### src/rtl/division.sv
// Sequential unsigned divider: radix-2 restoring, one quotient bit per clock.
// Results are registered and held until the next operation completes.
module division #(
    parameter int unsigned WIDTH = 8
) (
    input  logic             clk,
    input  logic             rst_n,
    input  logic             start,
    input  logic [WIDTH-1:0] A,
    input  logic [WIDTH-1:0] B,
    output logic [WIDTH-1:0] Res,
    output logic [WIDTH-1:0] Rem,
    output logic             busy,
    output logic             done,
    output logic             div_by_zero
);

    localparam int unsigned CW = (WIDTH > 2) ? $clog2(WIDTH) : 1;

    typedef enum logic [1:0] {
        S_IDLE = 2'd0,
        S_RUN  = 2'd1,
        S_DONE = 2'd2
    } state_t;

    state_t           state_q;
    state_t           state_d;
    logic [WIDTH-1:0] a_q;      // dividend shifts out MSB first, quotient shifts in at LSB
    logic [WIDTH-1:0] b_q;
    logic [WIDTH:0]   prem_q;   // one extra bit so the shifted remainder cannot overflow
    logic [CW-1:0]    cnt_q;
    logic [WIDTH:0]   prem_sh;
    logic [WIDTH:0]   prem_diff;
    logic             q_bit;
    logic             load;

    // One restoring step: shift in next dividend bit and try subtracting the divisor
    always_comb begin
        prem_sh   = {prem_q[WIDTH-1:0], a_q[WIDTH-1]};
        prem_diff = prem_sh - {1'b0, b_q};
        q_bit     = (prem_sh >= {1'b0, b_q});
    end

    // State register
    always_ff @(posedge clk or negedge rst_n) begin
        if (!rst_n) begin
            state_q <= S_IDLE;
        end else begin
            state_q <= state_d;
        end
    end

    // Next-state logic
    always_comb begin
        state_d = state_q;
        load    = 1'b0;
        case (state_q)
            S_IDLE: begin
                if (start) begin
                    state_d = S_RUN;
                    load    = 1'b1;
                end
            end
            S_RUN: begin
                if (cnt_q == '0) begin
                    state_d = S_DONE;
                end
            end
            S_DONE:  state_d = S_IDLE;
            default: state_d = S_IDLE;
        endcase
    end

    // Datapath and registered outputs
    always_ff @(posedge clk or negedge rst_n) begin
        if (!rst_n) begin
            a_q         <= '0;
            b_q         <= '0;
            prem_q      <= '0;
            cnt_q       <= '0;
            Res         <= '0;
            Rem         <= '0;
            busy        <= 1'b0;
            done        <= 1'b0;
            div_by_zero <= 1'b0;
        end else begin
            busy <= (state_d == S_RUN);
            done <= 1'b0;
            if (load) begin
                a_q    <= A;
                b_q    <= B;
                prem_q <= '0;
                cnt_q  <= CW'(WIDTH - 1);
            end
            if (state_q == S_RUN) begin
                a_q    <= {a_q[WIDTH-2:0], q_bit};
                prem_q <= q_bit ? prem_diff : prem_sh;
                cnt_q  <= cnt_q - CW'(1);
            end
            // B=0 falls out naturally: every step subtracts zero, giving all-ones and Rem=A
            if (state_q == S_DONE) begin
                Res         <= a_q;
                Rem         <= prem_q[WIDTH-1:0];
                div_by_zero <= (b_q == '0);
                done        <= 1'b1;
            end
        end
    end

endmodule

### config.mk
export PLATFORM = sky130hd
export DESIGN_NAME = division
export DESIGN_NICKNAME = d
export VERILOG_FILES = /design/src/rtl/division.sv
export SDC_FILE = /design/constraint.sdc
export NUM_CORES = 1
export LEC_CHECK = 0
export ABC_AREA = 1
export CORE_MARGIN = 2
export CORE_UTILIZATION = 50
export CTS_BUF_LIST = sky130_fd_sc_hd__clkbuf_8
export DETAILED_ROUTE_END_ITERATION = 10
export PLACE_DENSITY = 0.84
export SETUP_SLACK_MARGIN = 0.05
export SLEW_MARGIN = 20
export SYNTH_ARGS = -nofsm -noshare
export SYNTH_HDL_FRONTEND = slang
export SYNTH_SLANG_ARGS = --single-unit
### constraint.sdc
create_clock -name clk -period 1.4 [get_ports clk]
set_input_delay 0.28 -clock clk [delete_from_list [all_inputs] [get_ports clk]]
set_output_delay 0.28 -clock clk [all_outputs]
set_load 0.01 [all_outputs]
# After elaboration in Yosys (flattened, before gate mapping)
# Cells that the tools add are included.
# Widths: inputs -> output; s select.
[classes]
n_addsub = 2
eq_ne = 3
mux = 13
n_lt_le_gt_ge = 1
reduce_logical = 4
[op_table]
columns = ["op", "n"]
rows = [
  ["$mux 8", 5],
  ["$ge 9x8->1", 1],
  ["$logic_not 8->1", 1],
  ["$sub 8x8->8", 1],
  ["$mux 3", 2],
  ["$eq 2x1->1 const B", 2],
  ["$mux 2", 2],
  ["$pmux 2 s2", 1],
  ["$logic_not 3->1", 1],
  ["$mux 1", 3],
  ["$sub 3x1->3 const B", 1],
  ["$eq 2x2->1 const B", 1],
  ["$logic_not 2->1", 1],
  ["$reduce_bool 2->1", 1],
]
[totals]
elab_cells = 33
regBits = 48

# Logic depth before layout (Yosys ltp)
# Gate-level depths: netlist (run 1).
[logic_depth]
ltp_word = 4
mapped_depth = 11
ltp_nobuf = 11

# Worst setup path before layout (run 1)
# No wires, ideal clock.
[synth_timing]
kind = "flip-flop to flip-flop"
start = "register b_q[2]"
end = "register prem_q[3]"
t_required_ps = 1270
slack_ps = -145
setup_ps = 130
arrival_time_ps = 1416
stages_incl_launch_ff = 9
cell_sequence = "dfrtp_1 -> inv_1 -> ha_1 -> or2_2 -> nand2_1 -> xor2_1 -> nand2_1 -> nand3_1 -> o21ai_0"
[synth_between]
elab_chain_cells = 3
[synth_rtl]
columns = ["element", "line", "rtl"]
rows = [
  ["start, declared", "29", "logic [WIDTH-1:0] b_q;"],
  ["start signal, assigned", "78", "b_q <= '0;"],
  ["start signal, assigned", "91", "b_q <= B;"],
  ["$sub 8x8->8 or $ge 9x8->1 (tied branches)", "40, 41", ""],
  ["$mux 8 *", "97", "prem_q <= q_bit ? prem_diff : prem_sh;"],
  ["$mux 8 *", "95", "if (state_q == S_RUN) begin"],
  ["end signal, assigned", "97", ""],
  ["end, declared", "30", "logic [WIDTH:0] prem_q;"],
]
# Every way passes the cells marked *; elsewhere a longest branch is shown, timed or not.
# A chain may end at the register's enable or synchronous reset.

# Worst setup path after layout (run 1)
[layout_timing]
start = "register prem_q[2]"
end = "register prem_q[1]"
[layout_between]
elab_chain_cells = 3
[layout_rtl]
columns = ["element", "line", "rtl"]
rows = [
  ["$ge 9x8->1", "41", "q_bit = (prem_sh >= {1'b0, b_q});"],
  ["$mux 8", "97", ""],
  ["$mux 8", "95", ""],
]
# Every way passes these cells.

==> results of run 1 <==
registers in the layout (all words and copies together) (netlist names):
name         flops
done             1
prem_q           8
div_by_zero      1
a_q              8
b_q              8
busy             1
state_q          2
Res              8
Rem              8
cnt_q            3
repair_timing:
| item | 4_1_cts | 5_1_grt |
|---|---|---|
| setup endpoints to repair | 28 | 31 |
| setup buffers | 5 | 3 |
| resized for setup | 25 | 19 |
| hold buffers | 1 | 0 |
| cloned | 2 | 1 |
| pin swaps | 2 | 8 |
| endpoints found under the hold margin | 48 | 0 |
logic make-up (layout without fill, tap and decap cells):
family,count (synthesis),after routing,synth area share
AO/OA/AOI/OAI,58,58,0.125
XOR/XNOR,3,3,0.0109
adder cells (fa/ha/maj),11,11,0.0601
buffers and inverters,53,133,0.0876
flip-flops,48,48,0.497
multiplexers,1,1,0.00466
AND/OR/NAND/NOR,113,116,0.215
placed cells by master (no fill, tap or decap), drive strengths merged:
cell type	instances
buf	43
clkdlybuf4s50	17
a21oi	16
dfrtp	48
nor4	1
or2	1
dlygate4sd2	19
clkinv	1
nor2	19
o21bai	1
o21ai	38
dlygate4sd3	1
o221ai	1
mux2	1
ha	10
nand2	65
xnor2	1
nand3	27
fa	1
clkbuf	6
nand4	3
a22oi	2
inv	46
xor2	2
routing by layer:
| layer | vias up | share of wire |
|---|---|---|
| met5 | - | 0 |
| met2 | 109 | 0.50 |
| met4 | 0 | 0.031 |
| met3 | 26 | 0.054 |
| li1 | 1092 | - |
| met1 | 1072 | 0.41 |
through the flow:
step | hold slack [ns] | worst slack [ns] | total power, mW | util | TNS (ns)
2_1_floorplan | -0.0156 | -0.0773 | 5.75 | - | -0.646
3_3_place_gp | 0.278 | -0.185 | 7.66 | 0.682 | -1.77
3_5_place_dp | 0.282 | -0.260 | 7.95 | 0.682 | -2.92
4_1_cts | 0.488 | -0.245 | 9.03 | 0.716 | -1.94
5_1_grt | 0.516 | -0.357 | 10.2 | 0.735 | -2.64
6_report | 0.480 | -0.251 | 9.50 | 0.735 | -1.99
critical path, cell delays in order (launching register included):
cell	delay [ns]
dfrtp_1	0.44
ha_4	0.31
nand2_2	0.07
nor2_2	0.13
nand2_2	0.08
nand3_4	0.09
nand2_4	0.08
nand2_2	0.12
nand2_1	0.07
nand3_1	0.07
o21ai_1	0.08
area by class of cell:
cell class              instances  area [um^2]
repair buffers                 80          717
flip-flops and latches         48         1200
multi-input cells             189         1190
fillers                       320         1240
clock buffers                   6         82.6
well taps                      54         67.6
clock inverters                 2         13.8
inverters                      45          171
report_power, final:
part | leakage (nW) | switching [mW] | internal [mW]
Sequential | 0.573 | 0.378 | 2.05
Clock | 0.0516 | 0.481 | 0.404
Combinational | 1.12 | 3.31 | 2.88
how the worst max path moves through the flow:
stage / from / end / slack, ns
after global placement: prem_q[2] / prem_q[1] / -0.18
after detailed placement: prem_q[2] / prem_q[6] / -0.26
after global routing: b_q[0] / prem_q[6] / -0.36
after CTS: b_q[0] / prem_q[4] / -0.24
final: prem_q[2] / prem_q[1] / -0.25
after floorplan: prem_q[2] / prem_q[5] / -0.08
==> results.ini, run 1 <==
[critical_path]
reg2reg_slack_ns=-0.25
end_kind=flop
rr_endpoint=prem_q[1]
crit_fanout=5
criticalPathCategory=flop to flop
worstRegToRegCells=10
critPathArrivalTime_ns=1.85
cp.required_ns=1.60
reg2reg_from=prem_q[2]
critPathLaunchType=flop

[yosys]
ys_ff_latch=48
yosysMostFrequentCell=nand2_1
yosysUniqueCellTypes=28
synth_nets=317
syn_area_mm2=0.00241
synth_area_per_cell_um2=8.41
synth_area_leaders=dfrtp_1, nand2_1, o21ai_0
synth_top_cells_by_count=nand2_1, dfrtp_1, inv_1, o21ai_0, nand3_1
synth_top_area_share=0.497
yosys.area.top_type=dfrtp_1
dominantRegCellSynth=dfrtp_1
syn_inst=287
yosysSeqAreaShare=0.497
ys_async_sr_fraction=1.00
synth-edff-count=0
ys_warn_count=0

[place]
place.gp.congestion=0.922
dp_cells=404
portBuffers=37
placed_area_mm2=0.00320
dp_hpwl_um=4190

[die]
coreArea_mm2=0.00469
die-height_um=73.5
die_x_um=73.5
core.rowCount=25
dieArea_mm2=0.00540
ios=38
start_util=0.515

[global_route]
grt_pass1_vias=2185
track_usage=0.243
grt_max_degree=49
use_met1=0.306
overflow=0
grt_pass1_wl_um=9940
met2_usage=0.400
use_met3=0.0549
globalRoute.busiestLayer=met2
antenna_found_initial=0

[drt]
drcViolationCount=0
ant_nets=0
viasPerCell=5.42
first_pass_iters=5
wl_per_cell_um=14.2
drt_iter0_drc=208
vias=2299
drt-total-wl_um=6010

[sta]
worst_slew_pin_slew_ns=0.245
setup_violations=9
period_share=1.18
slew_headroom=0.835
skew_ns=0.00627
fin_ws_ns=-0.251
period_needed_ns=1.65
hold_viol_final=0
fmax_ghz=0.606
slew_violations=0
rsz0062_at_grt=true

[finish]
num_antenna_cells=0
layout.cells.non_filler=424
syn_to_final_growth_pct=42.8
layout-drive-gt1-share=0.278
nets=399
fin_area_mm2=0.00345

[clock_tree]
clkTransAtPathRegs_ns=0.09
cts.htree.levels=2
cts_root_buffer=clkbuf_8
cts_tree=yes
worstSkewPairLatency_ns=0.31
cts_sinks=48
cts_buffers=5
cts_buffer_depth=2

[outcome]
violations=setup timing
status=complete, but fails checks

[run]
cap_violations=0

[min_path]
hp-class=primary input to async pin

[pwr]
power_density_mw_per_mm2=2750
leakagePower_nw=1.74
ir_worst_vdd_v=0.00134

Power figures use the tool's default switching activity.
==> run 2, diff against run 1 <==
--- a/config.mk
+++ b/config.mk
@@ -11,7 +11,7 @@
 export CTS_BUF_LIST = sky130_fd_sc_hd__clkbuf_8
 export DETAILED_ROUTE_END_ITERATION = 10
 export PLACE_DENSITY = 0.84
-export SETUP_SLACK_MARGIN = 0.05
+export SETUP_SLACK_MARGIN = 0.3
 export SLEW_MARGIN = 20
 export SYNTH_ARGS = -nofsm -noshare
 export SYNTH_HDL_FRONTEND = slang
==> results.ini, run 2 (same netlist as run 1, synthesis figures left out) <==
[finish]
syn_to_final_growth_pct=65.5
final_util=0.852
layout-drive-gt1-share=0.510
final_cell_mix=buf_4, dfrtp_1, nand2_1
num_antenna_cells=0
layout.cells.non_filler=450
fin_area_mm2=0.00400
final_common_cell=buf_4
nets=425

[drt]
drcViolationCount=0
viasPerCell=5.64
ant_nets=0
wl_per_cell_um=17.8
first_pass_iters=6
drt_iter0_drc=370
drt-total-wl_um=8030
vias=2536

[clock_tree]
cts_tree=yes
cts_buffer_depth=2
cts.htree.levels=2
worstSkewPairLatency_ns=0.31
cts_sinks=48
cts_root_buffer=clkbuf_8
cts_buffers=5
clkTransAtPathRegs_ns=0.10

[sta]
worst_slew_pin_slew_ns=0.257
period_needed_ns=1.81
fin_hold_ws_ns=0.455
hold_viol_final=0
period_share=1.29
slew_headroom=0.829
skew_ns=0.0149
tns_ns=-2.95
fin_ws_ns=-0.406
fmax_ghz=0.554
rsz0062_at_grt=true
setup_violations=9
slew_violations=0

[die]
coreArea_mm2=0.00469
ios=38
die_x_um=73.5
start_util=0.515
dieArea_mm2=0.00540
die-height_um=73.5
core.rowCount=25

[pwr]
ir_worst_vdd_v=0.00143
power_mw=11.3
leakagePower_nw=1.93
power_density_mw_per_mm2=2830

[min_path]
hp-class=primary input to async pin

[critical_path]
critPathArrivalTime_ns=2.02
reg2reg_from=prem_q[2]
criticalPathCategory=flop to flop
cp.required_ns=1.62
critPathLaunchType=flop
worstRegToRegCells=10
crit_fanout=5
rr_endpoint=prem_q[3]
startpoint=prem_q[2]
end_kind=flop
reg2reg_slack_ns=-0.41

[global_route]
grt_pass1_vias=2310
antenna_found_initial=0
track_usage=0.258
grt_pass1_wl_um=10600
overflow=0
grt_max_degree=49

[place]
dp_hpwl_um=4120
place.gp.congestion=0.944
dp_slack_ns=-0.248
dp_cells=406
placed_area_mm2=0.00321
portBuffers=37

[outcome]
violations=setup timing
status=complete, but fails checks

[run]
cap_violations=0

==> run 2: cell type report <==
cell class	count	area, um^2
fillers	250	696
clock buffers	6	82.6
repair buffers	105	943
well taps	54	67.6
clock inverters	2	13.8
inverters	45	189
flip-flops and latches	48	1200
multi-input cells	189	1490
repair inverters	1	8.76
==> run 2: per-layer routing <==
layer  vias up  track usage  wire, um
li1       1149            -         -
met1      1201        0.337      2960
met2       146        0.436      4290
met3        40       0.0412       482
met4         0       0.0848       291
met5         -            0         0
==> run 2: what timing repair did <==
| action | 4_1_cts | 5_1_grt |
|---|---|---|
| gates resized for setup | 128 | 86 |
| hold endpoints to repair | 48 | 0 |
| pin swaps | 11 | 22 |
| hold buffers | 1 | 0 |
| setup endpoints to repair | 58 | 66 |
| buffers inserted | 13 | 14 |
| cloned | 6 | 2 |
==> run 2: report_power, final <==
| part | switching [mW] | internal [mW] |
|---|---|---|
| Clock | 0.488 | 0.405 |
| Sequential | 0.452 | 2.06 |
| Combinational | 4.29 | 3.62 |
| Total | 5.23 | 6.08 |
==> run 2: critical path: stages (launching register included) <==
cell and delay (ns):
dfrtp_1 0.45, ha_4 0.33, nand2_2 0.07, nor2_2 0.13
nand2_2 0.08, nor2_4 0.14, buf_4 0.15, nor2_4 0.05
nand3_1 0.10, nand3_1 0.10, o21ai_1 0.13
==> run 2: how the worst max path moves through the flow <==
stage                      to  depth (start not counted)  slack (ns)
global placement    prem_q[6]                         10       -0.20
detailed placement  prem_q[5]                         10       -0.25
finish              prem_q[3]                         10       -0.41
CTS                 prem_q[6]                         10       -0.22
floorplan           prem_q[5]                         10       -0.08
global route        prem_q[3]                         10       -0.47
